**src/rtl/fdiv_seq.sv**
```systemverilog
// fdiv_seq: sequential IEEE-754 single-precision divider.
// The 24-bit significands are divided by radix-2 restoring division, one
// quotient bit per clock for 27 clocks. One more clock normalizes, rounds
// to nearest-even and packs the result, and a final clock pulses done.
// Denormal inputs are flushed to zero and denormal results flush to zero.
// The latency is a fixed 29 clocks from the accepted start edge.
module fdiv_seq (
  input  logic        clk,
  input  logic        rst,
  input  logic        start,
  input  logic [31:0] x1,
  input  logic [31:0] x2,
  output logic [31:0] y,
  output logic        ovf,
  output logic        unf,
  output logic        busy,
  output logic        done
);

  typedef enum logic [1:0] {IDLE, CALC, ROUND, DONE} state_t;

  state_t state;
  logic [4:0] cnt;

  // Operands captured on the accepted start edge
  logic               sgn_p0;
  logic               zx1_p0;
  logic               zx2_p0;
  logic signed [9:0]  exp_p0;
  logic [23:0]        div_p0;

  // Iterating partial remainder and quotient
  logic [25:0] rem_p1;
  logic [26:0] quo_p1;

  logic        ge;
  logic [25:0] rem_nxt;
  logic [33:0] res;

  // Normalize the 27-bit quotient, round to nearest-even with guard, round
  // and sticky, then pack. Returns {ovf, unf, y}.
  function automatic logic [33:0] round_pack(
    input logic              sgn,
    input logic signed [9:0] e_in,
    input logic [26:0]       q,
    input logic              rnz
  );
    logic [23:0]       man;
    logic              g;
    logic              r;
    logic              s;
    logic              up;
    logic [24:0]       sum;
    logic signed [9:0] e;
    if (q[26]) begin
      man = q[26:3];
      g   = q[2];
      r   = q[1];
      s   = q[0] | rnz;
      e   = e_in;
    end else begin
      // Quotient below 1.0: one extra bit of precision is already available
      man = q[25:2];
      g   = q[1];
      r   = q[0];
      s   = rnz;
      e   = e_in - 10'sd1;
    end
    up  = g & (r | s | man[0]);
    sum = {1'b0, man} + {24'd0, up};
    if (sum[24]) begin
      man = sum[24:1];
      e   = e + 10'sd1;
    end else begin
      man = sum[23:0];
    end
    if (e >= 10'sd255)
      return {1'b1, 1'b0, sgn, 8'hFF, 23'd0};
    else if (e <= 10'sd0)
      return {1'b0, 1'b1, sgn, 31'd0};
    else
      return {1'b0, 1'b0, sgn, e[7:0], man[22:0]};
  endfunction

  // Special operands take priority over the arithmetic result.
  function automatic logic [33:0] select_result(
    input logic              sgn,
    input logic              zx1,
    input logic              zx2,
    input logic signed [9:0] e_in,
    input logic [26:0]       q,
    input logic              rnz
  );
    if (zx1)
      return {1'b0, 1'b0, sgn, 31'd0};
    else if (zx2)
      return {1'b1, 1'b0, sgn, 8'hFF, 23'd0};
    else
      return round_pack(sgn, e_in, q, rnz);
  endfunction

  // One restoring-division step: trial subtract of the divisor
  always_comb begin
    ge      = (rem_p1 >= {2'b00, div_p0});
    rem_nxt = ge ? (rem_p1 - {2'b00, div_p0}) : rem_p1;
    res     = select_result(sgn_p0, zx1_p0, zx2_p0, exp_p0, quo_p1,
                            (rem_p1 != 26'd0));
  end

  // Control FSM with registered outputs; y/ovf/unf update only in ROUND
  always_ff @(posedge clk or posedge rst) begin
    if (rst) begin
      state <= IDLE;
      cnt   <= 5'd0;
      busy  <= 1'b0;
      done  <= 1'b0;
      y     <= 32'd0;
      ovf   <= 1'b0;
      unf   <= 1'b0;
    end else begin
      case (state)
        IDLE: begin
          done <= 1'b0;
          if (start) begin
            state <= CALC;
            busy  <= 1'b1;
            cnt   <= 5'd0;
          end
        end
        CALC: begin
          if (cnt == 5'd26)
            state <= ROUND;
          else
            cnt <= cnt + 5'd1;
        end
        ROUND: begin
          ovf   <= res[33];
          unf   <= res[32];
          y     <= res[31:0];
          done  <= 1'b1;
          state <= DONE;
        end
        DONE: begin
          done  <= 1'b0;
          busy  <= 1'b0;
          state <= IDLE;
        end
        default: state <= IDLE;
      endcase
    end
  end

  // Datapath: capture operands on accept, iterate the division in CALC
  always_ff @(posedge clk) begin
    if (state == IDLE && start) begin
      sgn_p0 <= x1[31] ^ x2[31];
      zx1_p0 <= (x1[30:23] == 8'd0);
      zx2_p0 <= (x2[30:23] == 8'd0);
      exp_p0 <= $signed({2'b00, x1[30:23]}) - $signed({2'b00, x2[30:23]})
                + 10'sd127;
      div_p0 <= {1'b1, x2[22:0]};
      rem_p1 <= {2'b00, 1'b1, x1[22:0]};
      quo_p1 <= 27'd0;
    end else if (state == CALC) begin
      // stage boundary: one quotient bit per clock
      rem_p1 <= {rem_nxt[24:0], 1'b0};
      quo_p1 <= {quo_p1[25:0], ge};
    end
  end

endmodule

```
**config.mk**
```make
export PLATFORM = sky130hd
export DESIGN_NAME = fdiv_seq
export DESIGN_NICKNAME = d
export VERILOG_FILES = /design/src/rtl/fdiv_seq.sv
export SDC_FILE = /design/constraint.sdc
export NUM_CORES = 1
export LEC_CHECK = 0
export ABC_AREA = 1
export ABC_CLOCK_PERIOD_IN_PS = 3750
export CORE_UTILIZATION = 28
export CTS_CLUSTER_DIAMETER = 40
export CTS_CLUSTER_SIZE = 12
export DETAILED_ROUTE_END_ITERATION = 10
export GPL_TIMING_DRIVEN = 1
export PLACE_DENSITY = 0.43
export SLEW_MARGIN = 20
export SYNTH_ARGS = -nofsm -noshare
export SYNTH_HDL_FRONTEND = slang
export SYNTH_SLANG_ARGS = --single-unit
```
**constraint.sdc**
```tcl
create_clock -name clk -period 3.75 [get_ports clk]
set_clock_uncertainty 0.1 [all_clocks]
set_input_delay 0.5625 -clock clk [delete_from_list [all_inputs] [get_ports clk]]
set_output_delay 0.5625 -clock clk [all_outputs]
set_load 0.05 [all_outputs]
```
; Word level (Yosys, flattened, before mapping)
; Index checks and enable logic that the tools add are counted.
[word_totals]
register_bits = 132
inputBits = 67
[op_classes]
mux = 35
addsub = 7
n_lt_le_gt_ge = 3
n_bitwise = 5
reduce_logical = 13
eq_ne = 7
[op_table]
columns = op, n
row1 = $mux 34, 3
row2 = $mux 24, 3
row3 = $mux 23, 3
row4 = $mux 10, 6
row5 = $mux 33, 1
row6 = $ge 26x24->1, 1
row7 = $reduce_bool 26->1, 1
row8 = $add 24x1->25, 1
row9 = $mux 25, 1
row10 = $sub 25x24->25, 1
row11 = $logic_not 8->1, 2
row12 = $add 10x2->10 const B, 1
row13 = $add 9x8->10 const B, 1
row14 = $ge 10x9->1 const B, 1
row15 = $le 10x1->1 const B, 1
row16 = $mux 1, 10
row17 = $mux 5, 2
row18 = $pmux 5 s2, 1
row19 = $sub 10x2->10 const B, 1
row20 = $sub 8x8->9, 1
row21 = $pmux 2 s4, 1
row22 = $reduce_bool 2->1, 4
row23 = $ne 2x2->1 const B, 3
row24 = $add 5x1->5 const B, 1
row25 = other kinds (13), 19

; Depth between registers and ports, before layout
; Gate-level depths: netlist of run 1.
[logic_depth]
word_depth = 17
ltp_mapped = 23
ltp_nobuf = 21

; Worst setup path before layout of run 1
; No wires, ideal clock.
[synth_timing]
path_kind = flip-flop to flip-flop
startpoint = register rem_p1[0]
endpoint = register rem_p1[10], data pin
stages_incl_launch_ff = 15
required_time_ps = 3382
setup_slack_ps = 815
setup_ps = 268
period_less_slack_ps = 2935
arrival_time_ps = 2567
cell_sequence = edfxtp_1 -> inv_1 -> ha_1 -> fa_1 -> o21ai_0 -> nand2_1 -> nand2_1 -> nand2_1 -> o21ai_0 -> nand4_1 -> nand3_1 -> inv_1 -> clkbuf_1 -> nand2_1 -> a31oi_1
[synth_via]
elab_chain_len = 4
[synth_rtl]
columns = element, line
row1 = start: declaration, 33  ; logic [25:0] rem_p1;
row2 = start signal: assignment, 162  ; rem_p1 <= {2'b00, 1'b1, x1[22:0]};
row3 = start signal: assignment, 166  ; rem_p1 <= {rem_nxt[24:0], 1'b0};
row4 = $sub 25x24->25 / $ge 26x24->1 (equally long branches), "105, 104"
row5 = $mux 25 (*), 105  ; rem_nxt = ge ? (rem_p1 - {2'b00, div_p0}) : rem_p1;
row6 = $mux 23 (*), 164  ; end else if (state == CALC) begin
row7 = $mux 23 (*), 155  ; if (state == IDLE && start) begin
; Mark *: on every way between the ends. The rest lies on a longest branch, timed or not. The select of a mux whose other input is x is not followed.
; A chain may end at the register's enable or synchronous reset.

; Final worst setup path of run 1
[layout_timing]
startpoint = register quo_p1[26]
endpoint = register y[29]
[layout_via]
elab_chain_len = 15
[layout_rtl]
columns = element, line
row1 = start: declaration, 34  ; logic [26:0] quo_p1;
row2 = start signal: assignment, 167  ; quo_p1 <= {quo_p1[25:0], ge};
row3 = $mux 1, 55  ; if (q[26]) begin
row4 = $mux 1, 96  ; else if (zx2)
row5 = $mux 1, 94  ; if (zx1)
row6 = $or 1x1->1 (2 in a row), 69  ; up = g & (r | s | man[0]);
row7 = $and 1x1->1, 69
row8 = $add 24x1->25, 70  ; sum = {1'b0, man} + {24'd0, up};
row9 = $mux 10 (*), 71  ; if (sum[24]) begin
row10 = $mux 10 (*), 96
row11 = $mux 10 (*), 94
row12 = $le 10x1->1, 79  ; else if (e <= 10'sd0)
row13 = $mux 33, 79
row14 = $mux 34 (*), 77  ; if (e >= 10'sd255)
row15 = $mux 34 (*), 96
row16 = $mux 34 (*), 94
row17 = end signal: assignment, 139  ; y <= res[31:0];
row18 = end: declaration, 13  ; output logic [31:0] y,
; Marks and branches as above.

==> metrics.md, run 1 <==
| Metric | Value |
|---|---|
| Leakage power | 4.88 nW |
| Simple-Gate Fraction of Synth Area | 26.9% |
| Library cells used by synthesis | 50 |
| Root buf cell | clkbuf_16 |
| WHS | 0.349 ns |
| Post-synthesis async set-or-reset flop share | 32.6% |
| Yosys warnings | 0 |
| Sink Count | 132 |
| Kind of critical path | flop to flop |
| Final Hold Viols | 0 |
| Post-Synthesis Cells | 1211 |
| Critical Path RT | 3.97 ns |
| Design Area, Final | 11300 um^2 |
| Compound-Gate Fraction of Synth Area | 13.9% |
| Slew margin rel. | 34.0% |
| RSZ-0062 raised after global routing | false |
| Placer congestion estimate | 0.877 |
| Slew Viols, Final | 0 |
| Post-Syn Area per Cell | 7.62 um^2 |
| PwrDens | 734 nW/um^2 |
| Clk buf depth | 2 |
| Global-route usage over all layers | 15.3% |
| Post-Syn Area | 9220 um^2 |
| Failing checks | DRC |
| Initial antenna violation count | 0 |
| Die area | 33700 um^2 |
| Final setup viols | 0 |
| Tcrit/Tclk final | 86.4% |
| Nets | 1423 |
| Synth top area cells | edfxtp_1, dfrtp_1, nand2_1 |
| Share of post-route cells with drive strength above 1 | 8.30% |
| Synth Area in Adders | 6.13% |
| Main synth FF type | edfxtp_1 |
| Commonest non-fill, non-tap cell in the layout | nand2_1 |
| Vias | 7920 |
| Post-CTS Setup Inserts | 0 |
| Vias in the first global route | 7971 |
| CP endpoint kind | flop |
| Yosys top cell area share | 19.2% |
| Cell Area, Placed | 10700 um^2 |
| Reg clk slew, reported paths | 0.07 ns |
| Outcome | complete, but fails checks |
| Pre-antenna DRT Iters | 8 |
| Net Count, Synth | 1322 |
| H-tree Lvls | 4 |
| Final WL | 24.4 mm |
| Die height | 183 um |
| Sequential-to-total area share from yosys stat | 37.4% |
| XOR/XNOR Fraction of Synth Area | 5.32% |
| ANT cells | 0 |
| Largest net degree at the start of global routing | 44 |
| Setup TNS | 0 ns |
| Global-route wire length before repair | 40.9 mm |
| Cell taking the most area after synthesis | edfxtp_1 |
| Worst EP arrival | 3.47 ns |
| Tightest Pin Transition | 0.987 ns |
| Initial drt markers | 487 |
| CTS Buf Count | 17 |
| Largest family of logic cells by synthesized area | simple AND/OR/NAND/NOR gates |
| Initial Util | 28.4% |
| Flops & latches, synth | 132 |
| Post-cts resize count | 0 |
| Post-route setup slack | 0.508 ns |
| Commonest non-fill, non-tap cells in the layout | nand2_1, inv_1, nor2_1, clkdlybuf4s50_1, a21oi_1 |
| CTS tree | yes |
| Port Buf Inserts | 102 |
| Number of synthesized flops with an enable pin | 59 |
| Die X | 183 um |
| Max Cap Viol | 0 |
| Detailed Place HPWL | 18.6 mm |
| Crit path time final | 3.24 ns |
| DRC Markers | 1 |
| Gr ovfl total | 0 |
| WL/cell | 13.8 um |
| Critical Path Fanout Max | 27 |
| Pre-CTS WS | 0.471 ns |
| Area Overhead vs Synth | 22.8% |
| Worst Hold Class | flop to flop |
| Skew-Pair Late Insertion Delay | 0.43 ns |
| # hold bufs at CTS | 0 |
| Std-Cell Rows | 66 |
| Worst setup SP type | flop |
| Antenna Nets Post-Route | 0 |
| Fmax | 0.308 GHz |
| Worst VDD drop | 0.320 mV |
| FILL cells | 3499 |
| Post-synthesis mux area share | 0% |
| DR vias/cell | 4.48 |
| Core ar. | 32500 um^2 |
| I/O pin count | 103 |
routing by layer:
metal | vias to the layer above | part of all wire (%) | global-route usage, %
li1 | 4173 | - | -
met1 | 3605 | 51 | 21.0
met2 | 121 | 45 | 24.5
met3 | 21 | 2.9 | 2.77
met4 | 0 | 1.3 | 4.57
met5 | - | 0 | 0
kinds of logic (layout without fill, tap and decap cells):
kind of cell / Yosys count / after routing
simple gates: 541 / 541
compound gates: 215 / 215
buf+inv: 223 / 337
fa+ha+maj: 44 / 44
flops: 132 / 132
xor+xnor: 56 / 56
state kept, by name, summed over array words and instances, names as in the netlist, 2 cells and up:
| name | cells |
|---|---|
| cnt | 5 |
| y | 32 |
| rem_p1 | 26 |
| quo_p1 | 27 |
| div_p0 | 23 |
| state | 2 |
| exp_p0 | 10 |
report_power, final:
group	internal, W	switching, W
logic	0.00142	0.00262
registers	0.00209	0.000288
clock network	0.00119	0.000712
cell usage after synthesis (2+ instances only):
| cell type | instances |
|---|---|
| nor2_4 | 8 |
| and3_1 | 4 |
| buf_2 | 5 |
| nand4_2 | 2 |
| nand2_4 | 3 |
| a21o_1 | 5 |
| fa_1 | 2 |
| o21ai_2 | 10 |
| nor3b_1 | 2 |
| o21bai_1 | 27 |
| nor2_8 | 2 |
| nor4_1 | 7 |
| a31oi_1 | 12 |
| o211ai_1 | 5 |
| inv_1 | 184 |
| nand3_2 | 11 |
| inv_2 | 3 |
| edfxtp_1 | 59 |
| buf_4 | 2 |
| dfxtp_1 | 30 |
| a21oi_1 | 70 |
| nand4_1 | 19 |
| nand2_1 | 265 |
| nor3_1 | 10 |
| nand2_2 | 14 |
| nor2_2 | 5 |
| ha_1 | 42 |
| xor2_1 | 36 |
| xnor2_1 | 20 |
| nor2_1 | 120 |
| o21ai_0 | 47 |
| clkbuf_1 | 16 |
| buf_6 | 8 |
| buf_12 | 2 |
| o22ai_1 | 27 |
| o21ai_1 | 7 |
| nand3_1 | 65 |
| dfrtp_1 | 43 |
per-stage QoR:
step           total power [W]  cells  utilization [%]
2_1_floorplan          0.00531   1211                -
3_3_place_gp           0.00648   1735             32.9
3_5_place_dp           0.00647   1735             32.9
4_1_cts                0.00841   1767             34.9
5_1_grt                0.00905   1767             34.9
6_report               0.00831   1767             34.9
area by class of cell:
class	count	area [um^2]	area share [%]
well taps	442	553	4.88
clock buffers	17	425	3.76
clock inverters	15	228	2.01
flip-flops and latches	132	3450	30.5
multi-input cells	856	4820	42.5
repair buffers	116	1140	10.1
inverters	189	716	6.32
path summary, 6_finish.rpt:
path	slack, ns	end	from	depth (start not counted)
worst max register to register	0.51	y[29]	quo_p1[26]	18
max in group asynchronous	2.58	cnt[2]	rst	2
worst min-delay path	0.35	y[31]	sgn_p0	2
worst min register to register	0.35	y[31]	sgn_p0	2
min in group asynchronous	0.48	y[5]	rst	2
worst max-delay path	0.51	y[29]	quo_p1[26]	18
worst max-delay path, stage by stage, from the launching register on:
cell	delay, ns
dfxtp_2	0.50
buf_4	0.36
nand2_1	0.09
o21ai_1	0.23
nand2_2	0.13
nor2_4	0.16
nand2_4	0.09
nor2_4	0.16
nand2_4	0.16
clkinv_4	0.10
nand2_1	0.05
nand2_1	0.09
nand2_1	0.06
nor2_1	0.14
nand2_2	0.37
nand3_1	0.19
nand2_1	0.07
inv_1	0.05
nand2_1	0.04
Note: power is estimated with default switching activity, not from simulation.
==> run 2: changes to the inputs <==
--- a/config.mk
+++ b/config.mk
@@ -6,12 +6,13 @@
 export NUM_CORES = 1
 export LEC_CHECK = 0
 export ABC_AREA = 1
-export ABC_CLOCK_PERIOD_IN_PS = 3750
+export CORE_MARGIN = 3
 export CORE_UTILIZATION = 28
 export CTS_CLUSTER_DIAMETER = 40
 export CTS_CLUSTER_SIZE = 12
 export DETAILED_ROUTE_END_ITERATION = 10
 export GPL_TIMING_DRIVEN = 1
+export HOLD_SLACK_MARGIN = 0.02
 export PLACE_DENSITY = 0.43
 export SLEW_MARGIN = 20
 export SYNTH_ARGS = -nofsm -noshare
==> metrics.md, run 2 (synthesized netlist as in run 1, its figures left out) <==
| Metric | Value |
|---|---|
| Outcome | finished, final reports clean |
| Max reg flops | 32 |
| WL/cell | 13.8 um |
| Register share of total power | 28.6% |
| Overall power | 0.00831 W |
| FILL cells | 3489 |
| Critical Path Fanout Max | 27 |
| Global-route wire length before repair | 40.3 mm |
| Port Buf Inserts | 102 |
| Critical Path RT | 3.97 ns |
| Die area | 35200 um^2 |
| Vias | 7925 |
| Clk buf depth | 2 |
| Initial antenna violation count | 0 |
| Vias in the first global route | 7775 |
| Combinational fraction of design power | 48.8% |
| Crit path time final | 3.23 ns |
| Pre-antenna DRT Iters | 5 |
| Final Hold Viols | 0 |
| Top Registers | y (32), quo_p1 (27), rem_p1 (26) |
| Final WL | 24.3 mm |
| Detailed Place HPWL | 18.5 mm |
| Pre-CTS WS | 0.504 ns |
| CTS Buf Count | 17 |
| Sink Count | 132 |
| Die X | 187 um |
| Kind of critical path | flop to flop |
| Commonest non-fill, non-tap cell in the layout | nand2_1 |
| Core ar. | 32000 um^2 |
| RSZ-0062 raised after global routing | false |
| Commonest non-fill, non-tap cells in the layout | nand2_1, inv_1, nor2_1, clkdlybuf4s50_1, a21oi_1 |
| Sw frac | 43.1% |
| Worst VDD drop | 0.332 mV |
| Std-Cell Rows | 65 |
| Worst setup SP type | flop |
| Cell internal pwr | 0.00473 W |
| Antenna Nets Post-Route | 0 |
| Global-route usage over all layers | 14.2% |
| Area Overhead vs Synth | 23.1% |
| Cell depth of the worst flop-to-flop path | 18 |
| Post-CTS Setup Inserts | 0 |
| Share of post-route cells with drive strength above 1 | 8.45% |
| Post-Route Utilization | 35.4% |
| Root buf cell | clkbuf_16 |
| Skew-Pair Late Insertion Delay | 0.44 ns |
| Leakage power | 4.92 nW |
| Clock power share | 22.6% |
| Slew Viols, Final | 0 |
| WHS Path Cells | 2 |
| Largest net degree at the start of global routing | 44 |
| Worst Hold Class | flop to flop |
| Setup TNS | 0 ns |
| Slew margin rel. | 35.9% |
| DR vias/cell | 4.50 |
| Tightest Pin Transition | 0.960 ns |
| Tcrit/Tclk final | 86.1% |
| Nets | 1424 |
| Reg clk slew, reported paths | 0.07 ns |
| H-tree Lvls | 4 |
| Worst EP arrival | 3.45 ns |
| I/O pin count | 103 |
| CP endpoint kind | flop |
| Max Cap Viol | 0 |
| Final setup viols | 0 |
| ANT cells | 0 |
| PwrDens | 732 nW/um^2 |
| Post-route setup slack | 0.522 ns |
| Initial Util | 28.8% |
| Psw | 0.00358 W |
| Biggest register | y |
| Gr ovfl total | 0 |
| Post-cts resize count | 0 |
| # hold bufs at CTS | 0 |
| Die height | 187 um |
| Fmax | 0.310 GHz |
| Initial drt markers | 446 |
| CTS tree | yes |
| DRC Markers | 0 |
| Placer congestion estimate | 0.853 |
[run 2: cell types whose count changed in the layout (fill, tap and decap cells not counted)]
cell / change
clkbuf_8: +3
inv_2: +1
buf_12: +1
inv_6: -2
clkinv_1: -1
clkinv_2: +1
clkinvlp_4: -4
bufinv_16: -3
inv_4: +2
clkbuf_16: +4
clkinv_4: -1
[run 2: critical path, cell delays in order (launching register included)]
cell      delay [ns]
dfxtp_2         0.38
buf_4           0.33
nand2_1         0.09
o21ai_1         0.27
nand2_2         0.14
nor2_4          0.16
nand2_4         0.09
nor2_4          0.17
nand2_4         0.17
clkinv_4        0.11
nand2_2         0.05
nand2_2         0.09
nand4_2         0.07
nor2_1          0.15
nand2_2         0.37
nand3_1         0.19
nand2_1         0.06
inv_1           0.05
nand2_1         0.04
[run 2: path summary, 6_finish.rpt]
check                           slack (ns)     end        from
max in group asynchronous             2.37  cnt[1]         rst
worst min-delay path                  0.35   y[31]      sgn_p0
worst max register to register        0.52   y[27]  quo_p1[26]
worst min register to register        0.35   y[31]      sgn_p0
worst max-delay path                  0.52   y[27]  quo_p1[26]
min in group asynchronous             0.57    y[7]         rst
[run 2: power groups by stage]
stage               Clock, W  Combinational [W]  Sequential (W)
finish               0.00188            0.00405         0.00238
detailed placement         0            0.00409         0.00240
CTS                  0.00194            0.00410         0.00238
global placement           0            0.00408         0.00241
global route         0.00200            0.00461         0.00244
floorplan                  0            0.00269         0.00261
[run 2: per-stage QoR]
| stage | cell area, um^2 | hold slack [ns] | std cells |
|---|---|---|---|
| final | 11400 | 0.353 | 1761 |
| after global routing | 11400 | 0.398 | 1761 |
| after CTS | 11400 | 0.360 | 1761 |
| after detailed placement | 10700 | 0.346 | 1729 |
| after global placement | 10700 | 0.338 | 1729 |
| after floorplan | 9220 | 0.326 | 1211 |
[run 2: per-layer routing]
| layer | global-route usage [%] | wire length (um) | vias up |
|---|---|---|---|
| met4 | 4.56 | 325 | 0 |
| met2 | 22.2 | 10900 | 118 |
| met3 | 2.53 | 667 | 20 |
| met1 | 20.0 | 12400 | 3603 |
| met5 | 0 | 0 | - |
| li1 | - | - | 4184 |
[run 2: cell type report]
class	instances	area, um^2	share of cell area [%]
clock buffers	24	567	4.99
clock inverters	8	100	0.882
inverters	189	714	6.29
multi-input cells	856	4820	42.4
flip-flops and latches	132	3450	30.4
well taps	435	544	4.79
repair buffers	117	1160	10.2
